### config.mk
export PLATFORM = sky130hd
export DESIGN_NAME = tree_seq
export DESIGN_NICKNAME = d
export VERILOG_FILES = /design/src/rtl/tree_seq_pkg.sv /design/src/rtl/tree_seq_alu.sv /design/src/rtl/tree_seq.sv
export SDC_FILE = /design/constraint.sdc
export NUM_CORES = 1
export LEC_CHECK = 0
export CAP_MARGIN = 20
export CELL_PAD_IN_SITES_DETAIL_PLACEMENT = 2
export CELL_PAD_IN_SITES_GLOBAL_PLACEMENT = 2
export CORE_ASPECT_RATIO = 1.5
export CORE_MARGIN = 10
export CORE_UTILIZATION = 32
export CTS_CLUSTER_SIZE = 28
export DETAILED_ROUTE_END_ITERATION = 6
export PLACE_DENSITY_LB_ADDON = 0.15
export SYNTH_ARGS = -nofsm -noshare
export SYNTH_HDL_FRONTEND = slang
export SYNTH_SLANG_ARGS = --single-unit
### constraint.sdc
create_clock -name clk -period 2.28 [get_ports clk]
set_input_delay 0.456 -clock clk [delete_from_list [all_inputs] [get_ports clk]]
set_output_delay 0.456 -clock clk [all_outputs]
set_load 0.02 [all_outputs]
### src/rtl/tree_seq_pkg.sv
// Shared constants for tree_seq: FSM state encoding, gate operator codes and
// the level-to-operator mapping of the alternating OR/AND reduction tree.
package tree_seq_pkg;

    localparam logic [1:0] ST_IDLE = 2'd0;
    localparam logic [1:0] ST_EVAL = 2'd1;
    localparam logic [1:0] ST_DONE = 2'd2;

    localparam logic OP_OR  = 1'b0;
    localparam logic OP_AND = 1'b1;

    // Operator of level k: OR when (levels-k) is odd, AND when it is even.
    function automatic logic level_op(input int unsigned levels, input int unsigned k);
        return (((levels - k) % 32'd2) == 32'd1) ? OP_OR : OP_AND;
    endfunction

endpackage

### src/rtl/tree_seq_alu.sv
// Single shared 1-bit gate of the reduction tree (OR or AND selected by op).
module tree_seq_alu
    import tree_seq_pkg::*;
(
    input  logic a,
    input  logic b,
    input  logic op,
    output logic c
);

    // Purely combinational gate.
    always_comb begin
        c = (op == OP_AND) ? (a & b) : (a | b);
    end

endmodule

### src/rtl/tree_seq.sv
// Sequential evaluator of an alternating OR/AND reduction tree over x,y using
// one shared gate, one gate evaluation per clock (2*GATES_NO-1 gates total).
// Optional feature: define TREE_SEQ_ABORT_EN to add an abort input that
// cancels an evaluation in progress without a done pulse.
module tree_seq
    import tree_seq_pkg::*;
#(
    parameter int unsigned LEVELS   = 5,
    parameter int unsigned GATES_NO = 2 ** (LEVELS - 1)
) (
    input  logic                clk,
    input  logic                rst_n,
    input  logic                start,
`ifdef TREE_SEQ_ABORT_EN
    input  logic                abort,
`endif
    input  logic [GATES_NO-1:0] x,
    input  logic [GATES_NO-1:0] y,
    output logic                busy,
    output logic                done,
    output logic                z
);

    localparam int unsigned IW = (GATES_NO > 1) ? $clog2(GATES_NO) : 1;
    localparam int unsigned LW = (LEVELS > 1) ? $clog2(LEVELS) : 1;

    logic [1:0]          state;
    logic [1:0]          state_nxt;
    logic                busy_nxt;
    logic                done_nxt;
    logic                capture_c;
    logic                step_c;
    logic                load_z_c;
    logic                last_c;
    logic                abort_c;

    logic [GATES_NO-1:0] x_reg;
    logic [GATES_NO-1:0] y_reg;
    logic [GATES_NO-1:0] tbuf;
    logic [LW-1:0]       level;
    logic [IW-1:0]       index;
    logic [IW-1:0]       last_idx_c;
    logic [IW-1:0]       idx_lo_c;
    logic [IW-1:0]       idx_hi_c;
    logic                a_c;
    logic                b_c;
    logic                op_c;
    logic                gate_c;

`ifdef TREE_SEQ_ABORT_EN
    assign abort_c = abort;
`else
    assign abort_c = 1'b0;
`endif

    // Position bookkeeping: last gate of the current level and of the whole tree.
    always_comb begin
        last_idx_c = IW'((GATES_NO >> level) - 1);
        last_c     = (level == LW'(LEVELS - 1)) && (index == '0);
        idx_lo_c   = {index[IW-2:0], 1'b0};
        idx_hi_c   = {index[IW-2:0], 1'b1};
    end

    // Gate operand selection: captured operands at level 0, buffer pairs after.
    always_comb begin
        op_c = level_op(LEVELS, 32'(level));
        if (level == '0) begin
            a_c = x_reg[index];
            b_c = y_reg[index];
        end else begin
            a_c = tbuf[idx_lo_c];
            b_c = tbuf[idx_hi_c];
        end
    end

    tree_seq_alu u_alu (
        .a  (a_c),
        .b  (b_c),
        .op (op_c),
        .c  (gate_c)
    );

    // State register with registered busy/done decodes.
    always_ff @(posedge clk or negedge rst_n) begin
        if (!rst_n) begin
            state <= ST_IDLE;
            busy  <= 1'b0;
            done  <= 1'b0;
        end else begin
            state <= state_nxt;
            busy  <= busy_nxt;
            done  <= done_nxt;
        end
    end

    // Next-state and control strobes.
    always_comb begin
        state_nxt = state;
        capture_c = 1'b0;
        step_c    = 1'b0;
        load_z_c  = 1'b0;
        case (state)
            ST_IDLE, ST_DONE: begin
                if (start) begin
                    capture_c = 1'b1;
                    state_nxt = ST_EVAL;
                end else begin
                    state_nxt = ST_IDLE;
                end
            end
            ST_EVAL: begin
                if (abort_c) begin
                    state_nxt = ST_IDLE;
                end else begin
                    step_c = 1'b1;
                    if (last_c) begin
                        load_z_c  = 1'b1;
                        state_nxt = ST_DONE;
                    end
                end
            end
            default: state_nxt = ST_IDLE;
        endcase
        busy_nxt = (state_nxt == ST_EVAL);
        done_nxt = (state_nxt == ST_DONE);
    end

    // Datapath: operand capture, in-place buffer update, counters and result.
    always_ff @(posedge clk or negedge rst_n) begin
        if (!rst_n) begin
            x_reg <= '0;
            y_reg <= '0;
            tbuf  <= '0;
            level <= '0;
            index <= '0;
            z     <= 1'b0;
        end else begin
            if (capture_c) begin
                x_reg <= x;
                y_reg <= y;
                level <= '0;
                index <= '0;
            end else if (step_c) begin
                tbuf[index] <= gate_c;
                if (!last_c) begin
                    if (index == last_idx_c) begin
                        level <= level + LW'(1);
                        index <= '0;
                    end else begin
                        index <= index + IW'(1);
                    end
                end
            end
            if (load_z_c) begin
                z <= gate_c;
            end
        end
    end

endmodule

-- Word level (Yosys, flattened, before mapping)
Index checks and enable logic that the tools add are counted.
- flip-flop bits (word level): 60
- input bits: 35
- output and inout bits: 3
- word-level logic and storage cells: 69
- add/subtract/negate cells: 4
- magnitude comparators: 4
- eq/ne operators: 7
- shift operators: 1
- muxes and demuxes: 30
- bitwise logic cells: 3
- reduce and logical (&&, ||, !) cells: 11
- operators with widths (kind ; count):
    $bwmux W16 ; 1
    $mux W4 ; 4
    $lt A4 B5 Y1 const B ; 3
    $mux W1 ; 14
    $mux W3 ; 4
    $bmux W1 S4 ; 2
    $bmux W1 S3 ; 2
    $shr A5 B3 Y4 const A ; 1
    $add A4 B1 Y4 const B ; 1
    $demux W1 S4 ; 1
    $eq A2 B1 Y1 const B ; 2
    $eq A2 B2 Y1 const B ; 2
    $eq A4 B4 Y1 ; 1
    $ge A4 B1 Y1 const B ; 1
    $logic_not A4 Y1 ; 1
    $pmux W2 S2 ; 1
    $reduce_and A2 Y1 ; 2
    $reduce_bool A2 Y1 ; 2
    $sub A4 B1 Y4 const B ; 1
    $add A3 B1 Y3 const B ; 1
    $eq A3 B3 Y1 const B ; 1
    $logic_not A3 Y1 ; 1
    $reduce_and A3 Y1 ; 1
    $logic_and A1 B1 Y1 ; 2
    other kinds (8) ; 8

-- Longest topological paths before layout
Gate-level depths: netlist of run 1.
- depth in word-level cells: 7
- depth in mapped cells: 10
- gate-level depth less buffers: 10

-- Modules after synthesis
Synthesis of run 1 repeated with hierarchy kept, for this count alone.
- cell total of the unflattened synthesis: 306
- area total of the unflattened synthesis: 3125.5 sq um
- modules (own cells, without submodules) (module ; times used ; cells each ; area an instance (sq um) ; sequential area each (sq um)):
    tree_seq ; 1 ; 304 ; 3110.5 ; 1501.4
    tree_seq_alu ; 1 ; 2 ; 15.0 ; 0.0

-- Worst setup path after synthesis of run 1
OpenSTA, ideal clock, no wires.
- path type: register -> register
- start point: register level[0]
- end point: register index[3]
- setup time: 0.121 ns
- arrival time: 2.075 ns
- data required time: 2.159 ns
- setup slack: 0.084 ns
- cell stages (with the launch flop): 11
- path buffers: 0
- period minus slack after synthesis: 2.196 ns
- path through: dfrtp_1 > inv_1 > ha_1 > nand2_1 > ha_1 > xnor2_1 > xnor2_1 > nor3_1 > a21boi_0 > a21o_1 > a22o_1
- longest elaborated chain between the ends: 7
- elaborated cells on any way between the ends: 11
- those cells by class: 1 x add/sub; 3 x eq/ne; 1 x shift; 4 x mux; 2 x reduce/logical
- ends and longest elaborated chain (what ; line ; text):
    from (decl) ; tree_seq.sv:40 ; logic [LW-1:0] level;
    from (signal assigned) ; tree_seq.sv:147 ; level <= level + LW'(1);
    $shr A5 B3 Y4 ; tree_seq.sv:58 ; last_idx_c = IW'((GATES_NO >> level) - 1);
    $sub A4 B1 Y4 ; tree_seq.sv:58 ;
    $eq A4 B4 Y1 ; tree_seq.sv:146 ; if (index == last_idx_c) begin
    $mux W4 ; tree_seq.sv:146 ;
    $mux W4 ; tree_seq.sv:145 ; if (!last_c) begin
    $mux W4 ; tree_seq.sv:143 ; end else if (step_c) begin
    $mux W4 ; tree_seq.sv:138 ; if (capture_c) begin
    to (signal assigned) ; tree_seq.sv:150 ; index <= index + IW'(1);
    to (decl) ; tree_seq.sv:41 ; logic [IW-1:0] index;
Several ways; a longest one is shown, not always the timed one. The select of a mux whose other input is x is not followed.
A chain may end at the register's enable or synchronous reset.

-- Worst setup path in the final report of run 1
- start point: register level[1]
- end point: register level[0]
- longest elaborated chain between the ends: 5
- elaborated cells on any way between the ends: 8
- those cells by class: 1 x add/sub; 3 x eq/ne; 1 x shift; 3 x reduce/logical
- ends and longest elaborated chain (what ; line):
    $shr A5 B3 Y4 ; tree_seq.sv:58
    $sub A4 B1 Y4 ; tree_seq.sv:58
    $eq A4 B4 Y1 ; tree_seq.sv:146
    $reduce_bool A2 Y1 (no line) ; -
    $reduce_and A3 Y1 (no line) * ; -
Mark *: on every way between the ends. The rest lies on a longest branch, timed or not.

==> flow_summary.json, run 1 <==
{
  "cell_internal_pwr_w": 0.004162,
  "timing.final.ws_setup_ps": -24.09,
  "holdCritPathClass": "input pin to asynchronous set/reset pin",
  "path_max_fanout": 4,
  "crit_buf_inv": 1,
  "detail_route.first_pass.iterations": 3,
  "die-width_um": 100.4,
  "route.detailed.wl_per_inst_um": 18.44,
  "seqPwrFrac": 0.283,
  "nets": 421,
  "worst_ir_drop_vdd_mv": 0.9477,
  "instances_no_fill": 495,
  "combinational_power_share": 0.533,
  "htreeDepth": 3,
  "ff2ff_path_depth": 9,
  "layout_commonest_cell": "sky130_fd_sc_hd__nand2_1",
  "violations": "negative setup slack",
  "grt.total_usage": 0.1387,
  "synth_top_family_by_area": "simple AND/OR/NAND/NOR gates",
  "route.final.wire_length_mm": 9.129,
  "setup_violations": 1,
  "cts_root_buffer": "sky130_fd_sc_hd__clkbuf_16",
  "cts_tree": "yes",
  "floorplan.io_pins": 38,
  "gp_congestion": 0.7700,
  "power-per-cell-area_nw_per_um2": 1594,
  "grt_antenna_before_repair": 0,
  "cpMaxStageDelayCell": "sky130_fd_sc_hd__dfrtp_2",
  "placeableCoreArea_sq_um": 9579,
  "cts_buffers": 9,
  "yosys.area_share.adder": 0.04395,
  "final_layout_size_suffix_gt1_frac": 0.2447,
  "final_period_minus_worst_setup_slack_ps": 2304,
  "synth_seq_area_share": 0.4839,
  "timing_max_transition_violations_final": 0,
  "ys_async_sr_fraction": 1.000,
  "total_switching_power_w": 0.002597,
  "post_drt_via_cell_ratio": 4.982,
  "cp-end-kind": "flop",
  "die_h_um": 140.6,
  "slew_headroom": 0.7013,
  "path_class": "flop to flop",
  "design.die.area_sq_um": 14120,
  "cap_violations": 0,
  "worstPathArrival_ps": 2520,
  "synthFlopType": "sky130_fd_sc_hd__dfrtp_1",
  "cts-root-to-sink-buffers": 2,
  "muxShareOfSynthArea": 0.1593,
  "number_of_i_o_port_buffers": 37,
  "fillCellCount": 1057,
  "worst-slew-pin-transition_ps": 447.1,
  "postSynthNetCount": 363,
  "grt_setup_unrepaired": "true",
  "detailedRoute.firstIterationViolations": 33,
  "synth-compound-area-share": 0.05847,
  "fmax_mhz": 434.0,
  "worst-path-stages": 9,
  "mostFrequentLayoutCells": "106 x sky130_fd_sc_hd__nand2_1, 57 x sky130_fd_sc_hd__dfrtp_1, 36 x sky130_fd_sc_hd__clkdlybuf4s50_1, 21 x sky130_fd_sc_hd__buf_4, 18 x sky130_fd_sc_hd__mux2_4",
  "timing.critical_path.required_ps": 2490,
  "mappedNetlistArea_sq_um": 3103,
  "avgSynthCellArea_sq_um": 9.758,
  "leakage_nw": 1.944,
  "clkSinkCount": 60,
  "initial_utilization": 0.3239,
  "yosys_warnings": 0,
  "crit_path_cell_trace": "ha_4 > ha_4 > o21a_1 > o31ai_2 > xor2_1 > buf_4 > nand4b_1 > xnor2_1 > a22o_1",
  "core.rowCount": 44,
  "switching_share_of_total_power": 0.3842,
  "outcome": "finished, violations left",
  "pin_count_of_the_biggest_net_entering_global_routing": 61,
  "worst_setup_path_start_kind": "flop",
  "timing.critical_path.slowest_cell_delay_ps": 440,
  "dp.cells": 475,
  "post-route-period-util": 1.011,
  "post_synth_num_cell_types": 36,
  "ys_seq_elements": 60,
  "antenna_violating_nets_post_route": 0,
  "cp_common_cell": "sky130_fd_sc_hd__ha_4",
  "global_route_wire_length_before_repair_mm": 15.52,
  "first_global_vias": 2985,
  "hold_violations": 0,
  "num_vias": 2466,
  "synthesis_to_layout_area_growth_pct": 36.61,
  "hpwl_mm": 6.437,
  "finalClockSkew_ps": 4.730,
  "grt-ovfl-total": 0,
  "drc": 0,
  "clkLatencyLatePin_ps": 330,
  "timing.hold.ws_ps": 112.3,
  "netlist_instances": 318,
  "num_antenna_cells": 0,
  "synth_enable_flop_cells": 0,
  "cts-hold-fix-buffers": 0,
  "post_synth_and_or_nand_nor_area_fraction": 0.1988,
  "cp_top_delay_family": "compound AO/OA/AOI/OAI gates",
  "clkTransAtPathRegs_ps": 50,
  "pwr-share-clk": 0.184,
  "synth_xor_xnor_area_share": 0.01694
}
==> power by group through the flow <==
stage          registers (W)  logic (W)  clock network, W
2_1_floorplan        0.00180    0.00193                 0
3_3_place_gp         0.00186    0.00292                 0
3_5_place_dp         0.00191    0.00304                 0
4_1_cts              0.00190    0.00336           0.00127
5_1_grt              0.00199    0.00398           0.00132
6_report             0.00191    0.00360           0.00125
==> synth_stat cells (all sizes together) (6+ instances only) <==
master | count | share of area
nor2 | 17 | 0.021
ha | 10 | 0.040
nor3 | 6 | 0.0097
a21oi | 6 | 0.0097
mux2i | 13 | 0.042
nor2b | 7 | 0.014
dfrtp | 60 | 0.48
buf | 7 | 0.016
nand2 | 107 | 0.13
clkbuf | 10 | 0.012
mux2 | 21 | 0.088
inv | 9 | 0.011
==> path summary, 6_finish.rpt <==
kind	start	endpoint	slack [ps]
max	level[1]	level[0]	-20
max in group asynchronous	rst_n	tbuf[11]	1840
min	rst_n	level[2]	110
min reg2reg	x_reg[0]	x_reg[0]	470
max reg2reg	level[1]	level[0]	-20
min in group clk	x_reg[0]	x_reg[0]	470
==> cell families (layout without fill, tap and decap cells) <==
group,after synthesis,after routing
compound gates,27,27
xor+xnor,6,6
fa+ha+maj,11,11
buf+inv,26,88
flops,60,60
mux,38,38
simple gates,150,150
==> layout make-up <==
cell class	instances	area [sq um]	area share
tap	115	143.9	0.03394
inverter	9	33.78	0.007969
timing repair buffer	64	625.6	0.1476
sequential	60	1505	0.3551
clock buffer	13	260.3	0.06139
clock inverter	2	10.01	0.002361
multi-input combinational	232	1660	0.3917
==> what timing repair did <==
item | CTS | global route
gates resized for setup | 15 | 28
buffers inserted | 4 | 2
endpoints found under the setup margin | 23 | 23
pin swaps | 10 | 12
==> metal layers <==
metal	up-vias	routed length [um]	global-route usage
met5	-	0	0
met4	0	172	0.05373
met3	14	226	0.02886
met2	32	5113	0.2536
met1	1251	3616	0.1496
li1	1169	-	-
==> through the flow <==
stage          worst slack, ps  cell area, sq um  power (W)  setup TNS (ps)    util
3_5_place_dp            -174.5              3731   0.004950           -1788  0.3895
6_report                -24.09              4239   0.006758          -24.09  0.4425
3_3_place_gp             13.83              3731   0.004787               0  0.3895
4_1_cts                  4.768              4115   0.006533               0  0.4296
5_1_grt                 -148.2              4239   0.007298          -511.7  0.4425
2_1_floorplan            83.70              3103   0.003731               0       -
Power figures use the tool's default switching activity.
==> run 2: changes to the inputs <==
--- a/config.mk
+++ b/config.mk
@@ -9,7 +9,7 @@
 export CELL_PAD_IN_SITES_DETAIL_PLACEMENT = 2
 export CELL_PAD_IN_SITES_GLOBAL_PLACEMENT = 2
 export CORE_ASPECT_RATIO = 1.5
-export CORE_MARGIN = 10
+export CORE_MARGIN = 5
 export CORE_UTILIZATION = 32
 export CTS_CLUSTER_SIZE = 28
 export DETAILED_ROUTE_END_ITERATION = 6
==> run 2 against run 1 <==
- worst setup slack gained 1.1 ps
- flip-flop and latch count unchanged
- worst hold slack gained 6.5 ps
- maximum frequency about the same
- clock-buffer cell count shrank 3
- routed wire length is 0.85% lower
- cell count increased by 2.4%
- first-iteration DRC count up 82%
- the run still ends with negative setup slack left
- final area is 1.3% higher
==> flow_summary.json, run 2 (same netlist as run 1, synthesis figures left out) <==
{
  "outcome": "finished, violations left",
  "violations": "negative setup slack",
  "worst-slew-pin-transition_ps": 365.2,
  "hold_violations": 0,
  "timing_max_transition_violations_final": 0,
  "nets": 432,
  "slew_headroom": 0.7565,
  "initial_utilization": 0.3239,
  "number_of_i_o_port_buffers": 37,
  "timing.final.ws_setup_ps": -23.01,
  "worstPathArrival_ps": 2520,
  "timing.critical_path.required_ps": 2500,
  "synthesis_to_layout_area_growth_pct": 38.35,
  "leakage_nw": 1.966,
  "first_global_vias": 2865,
  "fillCellCount": 1032,
  "worst_r2r_startpoint": "level[1]",
  "global_route_wire_length_before_repair_mm": 14.66,
  "cap_violations": 0,
  "route.final.wire_length_mm": 9.051,
  "cts_root_buffer": "sky130_fd_sc_hd__clkbuf_16",
  "floorplan.io_pins": 38,
  "clkSinkCount": 60,
  "final_layout_size_suffix_gt1_frac": 0.2730,
  "design.die.area_sq_um": 11810,
  "layout_commonest_cell": "sky130_fd_sc_hd__nand2_1",
  "post_drt_via_cell_ratio": 4.921,
  "fin_total_pwr_w": 0.006835,
  "cts_buffers": 9,
  "grt-ovfl-total": 0,
  "finalSetupTns_ps": -23.01,
  "path_class": "flop to flop",
  "grt_antenna_before_repair": 0,
  "route.detailed.wl_per_inst_um": 17.85,
  "cell_internal_pwr_w": 0.004193,
  "grt.total_usage": 0.1598,
  "cell_area_after_placement_sq_um": 3786,
  "cts_tree": "yes",
  "gp_congestion": 0.7201,
  "pin_count_of_the_biggest_net_entering_global_routing": 61,
  "die-width_um": 90.40,
  "cts-root-to-sink-buffers": 2,
  "grt_setup_unrepaired": "true",
  "final_area_sq_um": 4293,
  "seqPwrFrac": 0.278,
  "num_vias": 2495,
  "path_max_fanout": 4,
  "drc": 0,
  "final_period_minus_worst_setup_slack_ps": 2303,
  "cp-end-kind": "flop",
  "power-per-cell-area_nw_per_um2": 1592,
  "placeableCoreArea_sq_um": 9579,
  "ff2ff_path_depth": 11,
  "detail_route.first_pass.iterations": 3,
  "switching_share_of_total_power": 0.3866,
  "mostFrequentLayoutCells": "107 x sky130_fd_sc_hd__nand2_1, 56 x sky130_fd_sc_hd__dfrtp_1, 36 x sky130_fd_sc_hd__clkdlybuf4s50_1, 33 x sky130_fd_sc_hd__buf_4, 16 x sky130_fd_sc_hd__nor2_1",
  "post-route-period-util": 1.010,
  "fmax_mhz": 434.2,
  "detailedRoute.firstIterationViolations": 60,
  "timing.hold.ws_ps": 118.9,
  "die_h_um": 130.6,
  "worst-r2r-setup-slack_ps": -20,
  "holdCritPathClass": "input pin to asynchronous set/reset pin",
  "num_antenna_cells": 0,
  "total_switching_power_w": 0.002642,
  "finalClockSkew_ps": 8.118,
  "clkLatencyLatePin_ps": 330,
  "core.rowCount": 44,
  "pwr-share-clk": 0.200,
  "combinational_power_share": 0.522,
  "hpwl_mm": 6.132,
  "worst_ir_drop_vdd_mv": 0.6403,
  "htreeDepth": 3,
  "antenna_violating_nets_post_route": 0,
  "setup_violations": 1,
  "clkTransAtPathRegs_ps": 50,
  "worst_setup_path_start_kind": "flop",
  "rr_endpoint": "level[0]"
}
[run 2: cell types whose count changed in the layout (fill, tap and decap cells not counted), sizes merged]
cell and delta:
buf +10, bufinv +1, clkbuf -3, clkinv +1
clkinvlp +2, maj3 +1
[run 2: critical path, cell delays in order (launching register included)]
cell	delay (ps)
sky130_fd_sc_hd__dfrtp_2	430
sky130_fd_sc_hd__inv_2	100
sky130_fd_sc_hd__ha_4	160
sky130_fd_sc_hd__nand2_1	80
sky130_fd_sc_hd__ha_2	210
sky130_fd_sc_hd__xnor2_2	140
sky130_fd_sc_hd__xnor2_1	150
sky130_fd_sc_hd__nor3_2	220
sky130_fd_sc_hd__buf_4	140
sky130_fd_sc_hd__nand4b_1	160
sky130_fd_sc_hd__xnor2_1	190
sky130_fd_sc_hd__a22o_1	210
[run 2: per-stage QoR]
step                  util  std cells  worst slack [ps]
finish              0.4481        507            -23.01
global placement    0.3952        484            -71.57
global route        0.4481        507            -149.4
CTS                 0.4367        503             18.06
floorplan                -        318             83.70
detailed placement  0.3952        484            -160.4
[run 2: timing repair]
| item | 4_1_cts | 5_1_grt |
|---|---|---|
| hold buffers | 0 | 0 |
| gates resized for setup | 15 | 22 |
| buffers inserted | 2 | 4 |
| pin swaps | 10 | 9 |
| gates cloned | 1 | 0 |
| setup endpoints to repair | 24 | 23 |
[run 2: power by group through the flow]
stage | combinational (W) | clock [W] | sequential (W)
after floorplan | 0.00193 | 0 | 0.00180
after global placement | 0.00303 | 0 | 0.00187
after detailed placement | 0.00313 | 0 | 0.00189
after CTS | 0.00337 | 0.00141 | 0.00188
after global routing | 0.00394 | 0.00145 | 0.00196
final | 0.00357 | 0.00137 | 0.00190
[run 2: layout make-up]
type / instances / area, sq um / area share
Multi-Input combinational cell: 233 / 1628 / 0.3792
Inverter: 9 / 36.28 / 0.008452
Timing Repair Buffer: 74 / 675.6 / 0.1574
Clock buffer: 10 / 239.0 / 0.05567
Tap cell: 115 / 143.9 / 0.03352
Sequential cell: 60 / 1506 / 0.3509
Clock inverter: 6 / 63.81 / 0.01486
[run 2: worst max path at each step]
stage	from	to	slack, ps
detailed placement	level[1]	index[2]	-160
global route	level[1]	level[0]	-150
CTS	level[0]	level[0]	20
global placement	level[1]	index[2]	-70
floorplan	level[0]	index[3]	80
finish	level[1]	level[0]	-20
[run 2: metal layers]
layer | track usage | share of wire | up-vias
met5 | 0 | 0 | -
met4 | 0.08501 | 0.029 | 0
met3 | 0.02635 | 0.022 | 18
met2 | 0.2927 | 0.54 | 34
met1 | 0.1772 | 0.40 | 1254
li1 | - | - | 1189
